[src/rtl/sram_arb_pkg.sv]
// sram_arb_pkg: shared constants and read-tag types for the two-port SRAM arbiter
package sram_arb_pkg;
  localparam int NUM_REQ = 2;
  typedef logic req_id_t;
  typedef struct packed {
    logic    valid;
    req_id_t id;
  } rd_tag_t;
  function automatic logic [NUM_REQ-1:0] id_onehot(input req_id_t id);
    return NUM_REQ'(1) << id;
  endfunction
endpackage

[src/rtl/sram_port_arbiter_if.sv]
// sram_port_arbiter_if: requester handshake and SRAM bus of the two-port arbiter
//   requester side: rq_req/rq_write/rq_addr*/rq_byteen*/rq_wdata* in, rq_ack/rq_rvalid/rq_rdata out
//   memory side: mem_ren/mem_wen/mem_addr/mem_byteen/mem_wdata out, mem_rdata in
interface sram_port_arbiter_if
  import sram_arb_pkg::*;
#(
  parameter int MEM_AWIDTH = 16
);
  logic [NUM_REQ-1:0]    rq_req;
  logic [NUM_REQ-1:0]    rq_write;
  logic [MEM_AWIDTH-1:0] rq_addr0;
  logic [MEM_AWIDTH-1:0] rq_addr1;
  logic [3:0]            rq_byteen0;
  logic [3:0]            rq_byteen1;
  logic [31:0]           rq_wdata0;
  logic [31:0]           rq_wdata1;
  logic [NUM_REQ-1:0]    rq_ack;
  logic [NUM_REQ-1:0]    rq_rvalid;
  logic [31:0]           rq_rdata;
  logic                  mem_ren;
  logic                  mem_wen;
  logic [MEM_AWIDTH-1:0] mem_addr;
  logic [3:0]            mem_byteen;
  logic [31:0]           mem_wdata;
  logic [31:0]           mem_rdata;
  modport master (
    output rq_req, rq_write, rq_addr0, rq_addr1, rq_byteen0, rq_byteen1, rq_wdata0, rq_wdata1, mem_rdata,
    input  rq_ack, rq_rvalid, rq_rdata, mem_ren, mem_wen, mem_addr, mem_byteen, mem_wdata
  );
  modport slave (
    input  rq_req, rq_write, rq_addr0, rq_addr1, rq_byteen0, rq_byteen1, rq_wdata0, rq_wdata1, mem_rdata,
    output rq_ack, rq_rvalid, rq_rdata, mem_ren, mem_wen, mem_addr, mem_byteen, mem_wdata
  );
endinterface

[src/rtl/sram_arb_rd_tag_pipe.sv]
// sram_arb_rd_tag_pipe: RD_LATENCY+1 deep read-tag shift register
//   tag_i: tag of the read on the SRAM bus this cycle; cap_en_o: mem_rdata valid now; rvalid_o: per-requester return pulse
module sram_arb_rd_tag_pipe
  import sram_arb_pkg::*;
#(
  parameter int RD_LATENCY = 1
) (
  input  logic               HCLK,
  input  logic               HRESETN,
  input  rd_tag_t            tag_i,
  output logic               cap_en_o,
  output logic [NUM_REQ-1:0] rvalid_o
);
  rd_tag_t tag_q [RD_LATENCY+1];
  always_ff @(posedge HCLK) begin
    if (!HRESETN) begin
      for (int i = 0; i <= RD_LATENCY; i++) tag_q[i] <= '0;
    end else begin
      tag_q[0] <= tag_i;
      for (int i = 1; i <= RD_LATENCY; i++) tag_q[i] <= tag_q[i-1];
    end
  end
  // stage k holds a read issued k+1 cycles ago
  assign cap_en_o = tag_q[RD_LATENCY-1].valid;
  assign rvalid_o = tag_q[RD_LATENCY].valid ? id_onehot(tag_q[RD_LATENCY].id) : '0;
endmodule

[src/rtl/sram_port_arbiter.sv]
// sram_port_arbiter: round-robin arbiter sharing one single-port SRAM between two requesters
//   HCLK/HRESETN: clock and sync active-low reset; bus: requester handshake plus registered SRAM strobes
module sram_port_arbiter
  import sram_arb_pkg::*;
#(
  parameter int MEM_AWIDTH = 16,
  parameter int RD_LATENCY = 1
) (
  input logic                HCLK,
  input logic                HRESETN,
  sram_port_arbiter_if.slave bus
);
  logic [NUM_REQ-1:0]    elig, ack_q, ack_d;
  logic                  any_elig, sel_wr, ren_q, ren_d, wen_q, wen_d, ptr_q, ptr_d, cap_en;
  req_id_t               gid, id_q, id_d;
  logic [MEM_AWIDTH-1:0] addr_q, addr_d;
  logic [3:0]            byteen_q, byteen_d;
  logic [31:0]           wdata_q, wdata_d, rdata_q, rdata_d;
  rd_tag_t               tag;
  always_comb begin
    // a requester whose ack is out this cycle is still showing the old request
    elig     = bus.rq_req & ~ack_q;
    any_elig = |elig;
    gid      = &elig ? ptr_q : elig[1];
    sel_wr   = bus.rq_write[gid];
    ack_d    = any_elig ? id_onehot(gid) : '0;
    ren_d    = any_elig & ~sel_wr;
    wen_d    = any_elig & sel_wr;
    id_d     = any_elig ? gid : id_q;
    addr_d   = any_elig ? (gid ? bus.rq_addr1 : bus.rq_addr0) : addr_q;
    byteen_d = any_elig ? (sel_wr ? (gid ? bus.rq_byteen1 : bus.rq_byteen0) : 4'b0000) : byteen_q;
    wdata_d  = any_elig ? (gid ? bus.rq_wdata1 : bus.rq_wdata0) : wdata_q;
    ptr_d    = &elig ? ~ptr_q : ptr_q;
    rdata_d  = cap_en ? bus.mem_rdata : rdata_q;
  end
  always_ff @(posedge HCLK) begin
    if (!HRESETN) begin
      ack_q    <= '0;
      ren_q    <= 1'b0;
      wen_q    <= 1'b0;
      id_q     <= 1'b0;
      addr_q   <= '0;
      byteen_q <= '0;
      wdata_q  <= '0;
      ptr_q    <= 1'b0;
      rdata_q  <= '0;
    end else begin
      ack_q    <= ack_d;
      ren_q    <= ren_d;
      wen_q    <= wen_d;
      id_q     <= id_d;
      addr_q   <= addr_d;
      byteen_q <= byteen_d;
      wdata_q  <= wdata_d;
      ptr_q    <= ptr_d;
      rdata_q  <= rdata_d;
    end
  end
  assign tag = '{valid: ren_q, id: id_q};
  sram_arb_rd_tag_pipe #(.RD_LATENCY(RD_LATENCY)) u_tag_pipe (
    .HCLK    (HCLK),
    .HRESETN (HRESETN),
    .tag_i   (tag),
    .cap_en_o(cap_en),
    .rvalid_o(bus.rq_rvalid)
  );
  assign bus.rq_ack     = ack_q;
  assign bus.rq_rdata   = rdata_q;
  assign bus.mem_ren    = ren_q;
  assign bus.mem_wen    = wen_q;
  assign bus.mem_addr   = addr_q;
  assign bus.mem_byteen = byteen_q;
  assign bus.mem_wdata  = wdata_q;
endmodule
[src/flat_wrapper.sv]
// flat-port wrapper written by rule: the top's interface ports become plain ports
module sram_port_arbiter_flat import sram_arb_pkg::*;
#(
  parameter int MEM_AWIDTH = 16,
  parameter int RD_LATENCY = 1
)
  (HCLK, HRESETN, bus_rq_req, bus_rq_write, bus_rq_addr0, bus_rq_addr1, bus_rq_byteen0, bus_rq_byteen1, bus_rq_wdata0, bus_rq_wdata1, bus_mem_rdata, bus_rq_ack, bus_rq_rvalid, bus_rq_rdata, bus_mem_ren, bus_mem_wen, bus_mem_addr, bus_mem_byteen, bus_mem_wdata);
  sram_port_arbiter_if #(.MEM_AWIDTH(MEM_AWIDTH)) bus_i ();
  input logic HCLK;
  input logic HRESETN;
  input wire logic [$bits(bus_i.rq_req)-1:0] bus_rq_req;
  input wire logic [$bits(bus_i.rq_write)-1:0] bus_rq_write;
  input wire logic [$bits(bus_i.rq_addr0)-1:0] bus_rq_addr0;
  input wire logic [$bits(bus_i.rq_addr1)-1:0] bus_rq_addr1;
  input wire logic [$bits(bus_i.rq_byteen0)-1:0] bus_rq_byteen0;
  input wire logic [$bits(bus_i.rq_byteen1)-1:0] bus_rq_byteen1;
  input wire logic [$bits(bus_i.rq_wdata0)-1:0] bus_rq_wdata0;
  input wire logic [$bits(bus_i.rq_wdata1)-1:0] bus_rq_wdata1;
  input wire logic [$bits(bus_i.mem_rdata)-1:0] bus_mem_rdata;
  output wire logic [$bits(bus_i.rq_ack)-1:0] bus_rq_ack;
  output wire logic [$bits(bus_i.rq_rvalid)-1:0] bus_rq_rvalid;
  output wire logic [$bits(bus_i.rq_rdata)-1:0] bus_rq_rdata;
  output wire logic [$bits(bus_i.mem_ren)-1:0] bus_mem_ren;
  output wire logic [$bits(bus_i.mem_wen)-1:0] bus_mem_wen;
  output wire logic [$bits(bus_i.mem_addr)-1:0] bus_mem_addr;
  output wire logic [$bits(bus_i.mem_byteen)-1:0] bus_mem_byteen;
  output wire logic [$bits(bus_i.mem_wdata)-1:0] bus_mem_wdata;
  assign bus_i.rq_req = bus_rq_req;
  assign bus_i.rq_write = bus_rq_write;
  assign bus_i.rq_addr0 = bus_rq_addr0;
  assign bus_i.rq_addr1 = bus_rq_addr1;
  assign bus_i.rq_byteen0 = bus_rq_byteen0;
  assign bus_i.rq_byteen1 = bus_rq_byteen1;
  assign bus_i.rq_wdata0 = bus_rq_wdata0;
  assign bus_i.rq_wdata1 = bus_rq_wdata1;
  assign bus_i.mem_rdata = bus_mem_rdata;
  assign bus_rq_ack = bus_i.rq_ack;
  assign bus_rq_rvalid = bus_i.rq_rvalid;
  assign bus_rq_rdata = bus_i.rq_rdata;
  assign bus_mem_ren = bus_i.mem_ren;
  assign bus_mem_wen = bus_i.mem_wen;
  assign bus_mem_addr = bus_i.mem_addr;
  assign bus_mem_byteen = bus_i.mem_byteen;
  assign bus_mem_wdata = bus_i.mem_wdata;
  sram_port_arbiter #(.MEM_AWIDTH(MEM_AWIDTH), .RD_LATENCY(RD_LATENCY)) u_core (.HCLK(HCLK), .HRESETN(HRESETN), .bus(bus_i));
endmodule
[config.mk]
export PLATFORM = sky130hd
export DESIGN_NAME = sram_port_arbiter_flat
export DESIGN_NICKNAME = d
export VERILOG_FILES = /design/src/rtl/sram_arb_pkg.sv /design/src/rtl/sram_port_arbiter_if.sv /design/src/rtl/sram_arb_rd_tag_pipe.sv /design/src/rtl/sram_port_arbiter.sv /design/src/flat_wrapper.sv
export SDC_FILE = /design/constraint.sdc
export NUM_CORES = 1
export LEC_CHECK = 0
export CAP_MARGIN = 10
export CORE_MARGIN = 3
export CORE_UTILIZATION = 41
export CTS_BUF_LIST = sky130_fd_sc_hd__clkbuf_8
export DETAILED_ROUTE_END_ITERATION = 8
export GPL_ROUTABILITY_DRIVEN = 1
export PLACE_DENSITY = 0.88
export SLEW_MARGIN = 20
export SYNTH_ARGS = -nofsm -noshare
export SYNTH_HDL_FRONTEND = slang
export SYNTH_SLANG_ARGS = --single-unit
[constraint.sdc]
create_clock -name HCLK -period 4.45 [get_ports HCLK]
set_input_delay 0.6675 -clock HCLK [delete_from_list [all_inputs] [get_ports HCLK]]
set_output_delay 0.6675 -clock HCLK [all_outputs]
set_load 0.1 [all_outputs]
==> run summary, run 1 <==
The number of design-rule violations left by the first detailed-router iteration is about 120. The startpoint identified for the worst hold timing path is u_core.u_tag_pipe.tag_q[0][0]$_SDFF_PN0_. Of the available clock period, the critical path in the final layout requires ~60%. The fmax came out at about 380 MHz. In this run the critical register-to-register path is captured at u_core.bus.mem_addr[4]$_SDFFE_PN0N_.

At the worst endpoint, the required time is 3.78 ns. The number of vias in the routed layout came out at about 3800. Buffers inserted to repair hold after CTS numbered 0.

The kind of start point of the critical path is a flop. The post-CTS setup buffer count came out at 0. The setup total negative slack is 0 ns.

The setup violation total in the final timing report came out at 0. The combined global-route utilization of all metal layers is a little over a fifth. After synthesis, the cell types taking the most area are dfxtp_1 50%, nand2_1 9.7%, mux2i_1 9.6%. The count of final hold-check violations came to 0. The initial core utilization is 42.5%.

The first global-routing pass estimated 18.0 mm of wire. The worst setup skew after layout is 0.00713 ns. The final wirelength came out at about 12 mm.

Synthesis instantiated 24 different standard cells from the library. The largest fanout on the critical path is 2. The TritonCTS clock tree is yes.

The area growth from synthesis to layout is 65.9%. The most used flip-flop cell after synthesis is dfxtp_1. The most common library cell in the layout ignoring fill and taps is clkdlybuf4s50_1. The worst register-to-register path begins at u_core.ptr_q$_SDFFE_PN0P_. The number of antenna violations at the first check in global routing came out at 0. The port buffer count is approximately 230.

For this run the aggregate overflow at the end of global routing stands at 0. The die covers 0.0103 mm². The count of synthesis-stage warnings from yosys came out at 0. The analysis attributes to cell leakage a power of around 0.0023 µW.

The internal reg-to-reg setup slack is approximately 2.5 ns. The worst setup path is captured at a primary output. CTS saw 94 sinks. The total count of max-transition violations in the final report came to 0. The number of I/O pins is 232. The via count of the first global-routing pass came out at 3722. The depth of the worst register-to-register path came out at 4. The placed wire-length estimate after detailed placement came out at 8.74 mm. The average wire per standard cell is 15.7 µm. Clock tree synthesis inserted a total of 9 buffers. The standard-cell row count came out at 34. The number of levels in the clock H-tree is 3.

The cell depth of the worst min-delay path is 1. In this run the worst hold path is classified as reg -> reg. In this run, post-CTS repair resized a total of 0 instances. After detailed routing, the wire length on met1 is 4.53 mm. Across the whole layout, storage elements account for 0.00188 mm². The die is 102 µm tall. The fraction of post-synthesis cell area in the top cell type by area is 50.2%. Synthesis inferred 94 register bits.

The end-of-flow core utilization came out at ~71%. In the layout the commonest cells are 230 x clkdlybuf4s50_1, 96 x nand2_1, 93 x dfxtp_1. In this run the worst setup path begins at u_core.u_tag_pipe.tag_q[0][3]$_SDFF_PN0_. The maximum clock path buffer count is 2. After synthesis the cells add up to 0.00375 mm².

The headroom to the max-slew limit came out at 30.8%. The run finished with clean final reports. The area of combinational cells with multiple inputs is 0.00170 mm². The fraction of synthesis flops using an asynchronous set or reset pin came out at 0%. The slew at the pin with the worst max-slew slack is 1.03 ns. For hold timing, the worst endpoint is u_core.u_tag_pipe.tag_q[0][2]$_SDFF_PN0_.

The iteration count of the initial detailed-routing pass is 4. After clock tree synthesis, the clock-pin slew on the worst setup and hold paths is 0.09 ns. Detailed routing placed a total of 1.11 mm of wire on met3. Cells with a size suffix above 1 make up 3.44% of the layout. The count of flip-flops with a built-in enable after synthesis is 0. The minimum period implied by the final worst setup slack is around 2.6 ns. The DRC violation count after routing came out at 0. The part of the Yosys area used for sequential elements is 50.2%.

The arrival time at the worst endpoint is 1.95 ns. The number of nets in the layout came out at between 700 and 800. Clock tree synthesis selected as its root buffer the cell clkbuf_8. IR analysis of the VDD net gives a maximum drop of approximately 0.17 mV. Setup repair after global routing left no endpoint under its margin.

The area of the placeable core came out at 0.00881 mm². Total power for the finished layout comes to around 2300 µW. The largest net degree at the start of global routing is 79. The power density of the placed cells came out at 371 mW/mm². Counting every net in the synthesized netlist gives 567. The die outline width came out at 102 µm. The uppermost metal layer occupied by signal nets is met4. 0 antenna diodes ended up in the layout.

Of all cell types, the one taking the most synthesized area is dfxtp_1. The post-synthesis instance total is 425. The number of fill cells in the layout came out at between 600 and 700.

The clock reaches the later pin of the worst-skew pair after 0.34 ns. The weighted congestion reported at the end of routability-driven placement is 0.800. Dividing the detail-routed via count by the number of cells gives between 5 and 6. The detail route stage leaves a number of antenna-violating nets equal to 0.

The tool flagged a number of max-cap violations equal to 0. The cell area after layout came out at 0.00621 mm². The critical path is of the reg -> out type. The post-synthesis average cell area came out at 8.81 µm². In this run the cell area measured after placement is 0.00604 mm². The wire length on met2 came out at slightly below 6 mm.
-- cell type report --
class	count	area share [%]
clock buffers	10	2.22
clock inverters	6	0.503
inverters	1	0.0604
multi-input cells	295	27.4
flip-flops and latches	94	30.3
well taps	108	2.17
repair buffers	233	37.4
-- report_power, final --
group | switching, µW | internal, µW
Clock | 284 | 212
Sequential | 37.9 | 904
Combinational | 599 | 269
Total | 921 | 1390
-- synthesized netlist by cell type (2+ instances only) --
cell,number
dfxtp_1,94
buf_2,11
and3_1,2
o21ai_0,49
nand2_1,97
o21ai_1,4
nand3_1,4
and2_1,7
clkbuf_1,21
mux2i_1,36
buf_6,3
nor2b_1,36
a31oi_1,48
a21oi_1,2
nand2b_1,2
-- kinds of logic after synthesis --
| group | after synthesis | share of synthesized area [%] |
|---|---|---|
| compound gates | 106 | 16.5 |
| buf+inv | 36 | 4.58 |
| flops | 94 | 50.2 |
| mux | 36 | 9.62 |
| simple gates | 153 | 19.1 |
-- worst max-delay path by stage --
stage,depth (start not counted),end
floorplan,1,bus_rq_rvalid[0]
global placement,6,u_core.bus.mem_wdata[3]$_SDFFE_PN0N_
detailed placement,6,u_core.bus.mem_wdata[2]$_SDFFE_PN0N_
CTS,2,bus_rq_rvalid[1]
global route,2,bus_rq_rvalid[1]
finish,2,bus_rq_rvalid[0]
-- critical path, stage by stage (launching register included) --
cell,delay (ns)
dfxtp_1,0.33
nor2b_1,0.12
clkdlybuf4s50_1,1.16
-- metal layers --
| layer | track usage (%) | up-vias |
|---|---|---|
| met3 | 6.54 | 22 |
| met4 | 8.49 | 0 |
| met1 | 23.9 | 1745 |
| met5 | 0 | - |
| li1 | - | 1870 |
| met2 | 40.0 | 179 |
-- metrics by stage --
step / cells / setup WS (ns) / hold slack (ns)
final: 747 / 1.83 / 0.455
after global placement: 731 / 1.64 / 0.434
after floorplan: 425 / 2.13 / 0.412
after CTS: 747 / 1.80 / 0.458
after detailed placement: 731 / 1.53 / 0.435
after global routing: 747 / 1.75 / 0.497
-- state kept, by name (all words and copies together), names as in the netlist --
name and count:
u_core.bus.mem_addr 16, u_core.bus.rq_ack 2, u_core.bus.mem_wdata 32, u_core.id_q 1, u_core.bus.mem_byteen 4, u_core.bus.rq_rdata 32
u_core.u_tag_pipe.tag_q 4, u_core.bus.mem_wen 1, u_core.bus.mem_ren 1, u_core.ptr_q 1
Note: power is estimated with default switching activity, not from simulation.
==> run 2, diff against run 1 <==
--- a/config.mk
+++ b/config.mk
@@ -7,11 +7,11 @@
 export LEC_CHECK = 0
 export CAP_MARGIN = 10
 export CORE_MARGIN = 3
-export CORE_UTILIZATION = 41
+export CORE_UTILIZATION = 34
 export CTS_BUF_LIST = sky130_fd_sc_hd__clkbuf_8
 export DETAILED_ROUTE_END_ITERATION = 8
 export GPL_ROUTABILITY_DRIVEN = 1
-export PLACE_DENSITY = 0.88
+export PLACE_DENSITY = 0.78
 export SLEW_MARGIN = 20
 export SYNTH_ARGS = -nofsm -noshare
 export SYNTH_HDL_FRONTEND = slang
==> constraint.sdc (replaced) <==
create_clock -name HCLK -period 2.3 [get_ports HCLK]
set_input_delay 0.345 -clock HCLK [delete_from_list [all_inputs] [get_ports HCLK]]
set_output_delay 0.345 -clock HCLK [all_outputs]
set_load 0.1 [all_outputs]
==> run 2 against run 1 <==
Compared with the run above:
- via count fell by 1.8%
- sequential share of layout area grew 0.18 points
- non-clock buffer count increased by 6
- first-iteration DRC count is 50% higher
- sequential power is 92% higher
- total power increased by 100%
- hold slack better by 0.0070 ns
- die area is 19% higher
- design area shrank 0.60%
- critical path type is now in -> reg
==> run summary, run 2 (synthesized netlist as in run 1, its figures left out) <==
The source-to-sink clock delay at the later pin of the worst-skew pair is 0.36 ns (+0.02 ns). The worst-case setup slack after placement was 0.176 ns (-1.35 ns). The library cell used most frequently in the layout, excluding fill and tap cells, is clkdlybuf4s50_1. Setup repair after global routing left no endpoint under its margin. The slowest library cell on the worst path is clkdlybuf4s50_1. The headroom to the max-slew limit is 68.8% (+38 points). The vertical die dimension came out at 111 µm (+9.2%). Compared with the post-synthesis result, the final layout area differs by 64.9%. The number of nets with antenna violations after routing is 0 (unchanged). The largest fanout on the critical path is 27 (+25).

The worst setup skew after layout was 0.00912 ns (+0.00199 ns). Based on the critical path, the design can be clocked at up to around 570 MHz. The via count of the first global-routing pass is 3706 (-0.43%).

The end point of the worst hold path is u_core.u_tag_pipe.tag_q[0][0]$_SDFF_PN0_. The worst register-to-register path begins at u_core.bus.rq_ack[1]$_SDFF_PN0_. The number of antenna violations at the first check in global routing came to 0 (unchanged).

The placed wire-length estimate after detailed placement was 8.82 mm (+0.94%). The largest net degree at the start of global routing is 55 (-30%). The number of I/O pins is 232 (unchanged). The final critical-path setup slack is 0.543 ns (-1.29 ns). The total die area is 0.0123 mm² (+19%). The minimum period implied by the final worst setup slack came out at around 1.8 ns. The initial core utilization is 35.6% (-6.9 points). The clock tree root buffer cell is clkbuf_8. The iteration count of the initial detailed-routing pass is 5 (+1). In the layout the commonest cells are 140 x clkdlybuf4s50_1, 96 x nand2_1, 93 x dfxtp_1. The internal reg-to-reg setup slack is 0.71 ns (-1.75 ns). The register cell area after layout came to 0.00188 mm² (unchanged).

Broken down by cell family, the worst path's largest delay share belongs to simple AND/OR/NAND/NOR gates. The critical path data required time came out at 2.56 ns (-1.22 ns). The capturing element type of the critical path is a flop. The run finished with clean final reports. The maximum clock path buffer count is 2 (unchanged).

The area of the placeable core came out at 0.0105 mm² (+19%). The clock slew at the register clock pins of the worst setup and hold paths came out at 0.09 ns (about the same). The setup violation total in the final timing report is 0 (unchanged). The quantity of hold-fixing buffers added after cts came out at 0 (unchanged).

The average wire per standard cell came out at 15.0 µm (-4.7%). The max capacitance violation total came out at 0 (unchanged). The DRC violation count after routing came out at 0 (unchanged). The number of levels in the clock H-tree came to 3 (unchanged). The peak supply drop was 0.323 mV (+89%). The number of cells upsized or downsized after cts is 0 (unchanged). The post-CTS setup buffer count is 0 (unchanged).

The total chip power is 4610 µW (+100%). The number of design-rule violations left by the first detailed-router iteration is 179 (+50%). The port buffer count is 231 (unchanged). The worst hold path begins at u_core.id_q$_SDFFE_PN0N_. The combined global-route utilization of all metal layers is 18.7% (-3.3 points). The number of inserted diodes came to 0 (unchanged). By startpoint and endpoint, the worst setup path is classified as in -> reg.

The worst register-to-register path ends at u_core.bus.mem_wdata[26]$_SDFFE_PN0N_. The fraction of layout instances using a drive strength above 1 came out at 18.8% (+15 points). The setup total negative slack is 0 ns (unchanged). The buffer and inverter count on the worst path is 2 (+1). The total congestion overflow was 0 (unchanged). TritonCTS built the clock tree. The slew at the pin with the worst max-slew slack came out at 0.468 ns (-0.567 ns). The delay contributed by the slowest stage of the critical path is 0.47 ns (-0.69 ns). The number of fill cells in the layout is 911 (+34%). The count of final hold-check violations was 0 (unchanged). The number of nets in the layout is 782 (+0.77%).

The cell depth of the worst min-delay path came to 1 (unchanged). The worst setup path is launched from an input port. The die outline width is 111 µm (+9.2%). The leakage power is 0.00252 µW (+9.5%). The worst path uses 76.4% of the clock period. The depth of the worst register-to-register path was 5 (+1). The number of vias in the routed layout is 3748 (-1.8%). The area of combinational cells with multiple inputs was 0.00170 mm² (-0.29%). The power density of the placed cells came out at 746 mW/mm² (+100%). The worst hold path belongs to the class reg -> reg.

The post-detailed-route via-to-cell ratio came out at 4.80 (-6.1%). The final wirelength is 11.7 mm (-0.37%). The number of clock sinks is 94 (unchanged).

The standard-cell row count is 37 (+8.8%). The signal on the critical path passes through clkdlybuf4s50_1, nor2b_1, and2_4, buf_12, nand2_1, a31oi_1. The arrival time at the worst endpoint is 2.02 ns (+0.07 ns). The weighted congestion reported at the end of routability-driven placement came out at 0.808 (+0.94%). The CTS buffer count is 9 (unchanged).

The first-pass GRT wire length came out at 18.9 mm (+4.5%). The total count of max-transition violations in the final report came out at 0 (unchanged).
-- run 2: cell count changes in the layout (fill, tap and decap cells not counted), sizes merged --
cell	previous run	this run
bufinv	0	1
inv	4	2
clkdlybuf4s50	230	140
clkinv	1	3
clkinvlp	2	1
buf	3	99
-- run 2: where the power goes --
group          internal [µW]  leakage, µW  total (µW)  switching [µW]
registers               1750     0.000774        1810            64.9
clock network            538     0.000103        1120             582
logic                    507      0.00164        1670            1170
total                   2790      0.00252        4610            1810
-- run 2: final cells by class --
type,instances,area share (%)
clock buffers,10,2.23
clock inverters,6,1.11
inverters,1,0.0608
multi-input cells,295,27.5
flip-flops and latches,94,30.5
well taps,136,2.76
repair buffers,239,35.9
-- run 2: worst max-delay path by stage --
stage	startpoint	endpoint	slack, ns	cells past startpoint
2_1_floorplan	u_core.u_tag_pipe.tag_q[0][3]$_SDFF_PN0_	bus_rq_rvalid[0]	0.30	1
3_3_place_gp	bus_rq_req[0]	u_core.bus.mem_byteen[1]$_SDFFE_PN0N_	0.27	5
3_5_place_dp	bus_rq_req[1]	u_core.bus.mem_wdata[26]$_SDFFE_PN0N_	0.18	6
4_1_cts	bus_rq_req[1]	u_core.bus.mem_wdata[26]$_SDFFE_PN0N_	0.55	6
5_1_grt	bus_rq_req[1]	u_core.bus.mem_wdata[26]$_SDFFE_PN0N_	0.46	6
6_report	bus_rq_req[1]	u_core.bus.mem_wdata[26]$_SDFFE_PN0N_	0.54	6
-- run 2: through the flow --
stage / std cells / util, % / hold slack (ns) / cell area, µm²
2_1_floorplan: 425 / - / 0.412 / 3750
3_3_place_gp: 765 / 56.8 / 0.434 / 5970
3_5_place_dp: 765 / 56.8 / 0.440 / 5970
4_1_cts: 781 / 58.8 / 0.465 / 6180
5_1_grt: 781 / 58.8 / 0.498 / 6180
6_report: 781 / 58.8 / 0.462 / 6180
-- run 2: worst register-to-register path, cell delays in order, from the launching register on --
cell and delay [ns]:
dfxtp_1 0.33, nor2b_1 0.26, and2_4 0.42, buf_12 0.21, nand2_1 0.08, a31oi_1 0.20
-- run 2: routing by layer --
metal / track usage, % / share of wire [%]
met1: 22.4 / 42
met2: 32.2 / 48
met5: 0 / 0
met3: 5.57 / 8.8
met4: 5.83 / 1.2
==> RTL edit, RTL diff (settings of run 1) <==
`MEM_AWIDTH` is set to 16 in 3 places; all go to 20.
--- a/src/rtl/sram_port_arbiter_if.sv
+++ b/src/rtl/sram_port_arbiter_if.sv
@@ -6,3 +6,3 @@
 #(
-  parameter int MEM_AWIDTH = 16
+  parameter int MEM_AWIDTH = 20
 );
--- a/src/rtl/sram_port_arbiter.sv
+++ b/src/rtl/sram_port_arbiter.sv
@@ -5,3 +5,3 @@
 #(
-  parameter int MEM_AWIDTH = 16,
+  parameter int MEM_AWIDTH = 20,
   parameter int RD_LATENCY = 1
--- a/src/flat_wrapper.sv
+++ b/src/flat_wrapper.sv
@@ -3,3 +3,3 @@
 #(
-  parameter int MEM_AWIDTH = 16,
+  parameter int MEM_AWIDTH = 20,
   parameter int RD_LATENCY = 1
Interface: changed (resized bus_mem_addr, bus_rq_addr0 and bus_rq_addr1); port bits go from 232 to 244. No check against the original RTL was run, so the function may have changed too.
==> RTL edit against run 1 <==
Cell count rose by 6.7%; die area grew 3.8%; count of clock-buffer cells in the layout decreased by 1; combinational power is 5.8% higher; hold slack got worse by 0.0097 ns; worst setup slack got worse by 0.052 ns; routed wire length up 7.3%; clock skew up 0.0073 ns; total power is 7.8% higher; register-to-register slack lost 0.14 ns; via count is 4.2% higher; sequential cell count rose by 4; area after synthesis increased by 4.0%; final area increased by 5.1%.
==> RTL edit: results (changes against run 1) <==
[synth]
synthArstFlopShare_pct=0  ; unchanged
ys_top_cells_by_count=106 x nand2_1, 98 x dfxtp_1, 53 x o21ai_0  ; was 97 x nand2_1, 94 x dfxtp_1, 49 x o21ai_0
yosysSeqAreaShare_pct=50.35  ; was 50.23%
synth_cell_types=23  ; was 24
synth_nets=598  ; was 567
ys_top_cells_by_area=dfxtp_1 50%, nand2_1 10%, mux2i_1 9.2%  ; was dfxtp_1 50%, nand2_1 9.7%, mux2i_1 9.6%

[power]
ir_worst_vdd_mv=0.2099  ; was 0.1713 mV
p_leak_uw=0.002415  ; was 0.002301 uW

[routing]
ant_nets=0  ; unchanged
avgViaCountPerCell=4.991  ; was 5.108
avgRoutedWirePerCell_um=15.80  ; was 15.71 um
drtPass1Iterations=6  ; was 4
drt_first_iter_violations=99  ; was 119

[worst_hold_path]
min_to=u_core.u_tag_pipe.tag_q[0][2]$_SDFF_PN0_  ; unchanged

[cells_and_area]
nNetsFinal=816  ; was 776
insertedDiodeCount=0  ; unchanged
drive_gt1_share_pct=3.428  ; was 3.443%

[timing]
clock_skew_ns=0.01448  ; was 0.007131 ns
fin_setup_tns_ns=0  ; unchanged
tightest_slew_ns=1.061  ; was 1.034 ns

[placed_design]
dp_hpwl_mm=9.341  ; was 8.740 mm
place_ws_ns=1.492  ; was 1.531 ns
gp_congestion=0.7949  ; was 0.8003
portBuffers=243  ; was 231

[global_routing]
grt_usage_pct=22.48  ; was 21.99%
grt_start_max_net_pins=66  ; was 79
grt_first_pass_wirelength_mm=18.93  ; was 18.04 mm
antenna_found_initial=0  ; unchanged
grt_pass1_vias=3896  ; was 3,722

[status]
status=complete, no violations  ; unchanged

[critical_path]
rrSetupSlack_ns=2.32  ; was 2.46 ns
r2r_start=u_core.bus.rq_ack[1]$_SDFF_PN0_  ; was u_core.ptr_q$_SDFFE_PN0P_
worstReg2RegEnd=u_core.bus.mem_byteen[3]$_SDFFE_PN0N_  ; was u_core.bus.mem_addr[4]$_SDFFE_PN0N_
cp_max_fo=2  ; unchanged
arrival_ns=2.00  ; was 1.95 ns

[cts]
clk_latency_ns=0.36  ; was 0.34 ns
cts_root_buf=clkbuf_8  ; unchanged

## RTL edit: cell types whose count changed in the layout (fill, tap and decap cells not counted), sizes merged, moves of 4 or more
cell | before | now
dfxtp | 94 | 98
nand2 | 98 | 106
o21ai | 53 | 57
a31oi | 48 | 52
clkdlybuf4s50 | 230 | 242
## RTL edit: metal layers
layer,part of all wire [%],GRT usage (%),vias up
met5,0,0,-
met4,2.2,8.068,0
met3,9.5,6.707,20
met2,50,40.10,169
met1,39,25.29,1827
li1,-,-,1962
## RTL edit: cells by family (layout without fill, tap and decap cells)
kind of cell,Yosys count,after routing,synth area share [%]
and+or+nand+nor,161,161,18.91
AOI/OAI and AO/OA,114,114,16.73
DFF,98,98,50.35
buffers and inverters,39,262,4.753
muxes,36,36,9.249
## RTL edit: worst max-delay path by stage
stage                                            end  slack (ns)                                      from
6_report                            bus_rq_rvalid[0]        1.78  u_core.u_tag_pipe.tag_q[0][3]$_SDFF_PN0_
2_1_floorplan                       bus_rq_rvalid[0]        2.13  u_core.u_tag_pipe.tag_q[0][3]$_SDFF_PN0_
3_3_place_gp   u_core.bus.mem_byteen[3]$_SDFFE_PN0N_        1.63                             bus_rq_req[0]
4_1_cts                             bus_rq_rvalid[0]        1.75  u_core.u_tag_pipe.tag_q[0][3]$_SDFF_PN0_
3_5_place_dp     u_core.bus.mem_addr[9]$_SDFFE_PN0N_        1.49                             bus_rq_req[0]
5_1_grt        u_core.bus.mem_byteen[0]$_SDFFE_PN0N_        1.65                             bus_rq_req[1]
## RTL edit: metrics by stage
stage	hold slack (ns)	total power [uW]	utilization [%]	instances	area (um2)
global placement	0.4194	1907	70.43	781	6322
finish	0.4456	2487	72.73	797	6529
CTS	0.4483	2500	72.68	797	6524
global route	0.4706	2584	72.73	797	6529
detailed placement	0.4264	1921	70.43	781	6322
floorplan	0.4119	1625	-	448	3896
## RTL edit: final cells by class
class,count,area [um2]
clock inverter,7,77.57
tap,126,157.7
clock buffer,9,123.9
timing repair buffer,245,2442
inverter,1,3.754
fill,658,2447
multi-input combinational,311,1760
sequential,98,1963
## RTL edit: where the power goes
group / switching [uW] / total (uW) / leakage, uW / internal [uW]
sequential: 38.1 / 982 / 0.000807 / 944
combinational: 636 / 918 / 0.00151 / 282
clock: 320 / 586 / 0.0000996 / 266
## RTL edit: worst max-delay path, cell delays in order, from the launching register on
cell             delay (ns)
dfxtp_1                0.33
nor2b_1                0.13
clkdlybuf4s50_1        1.19
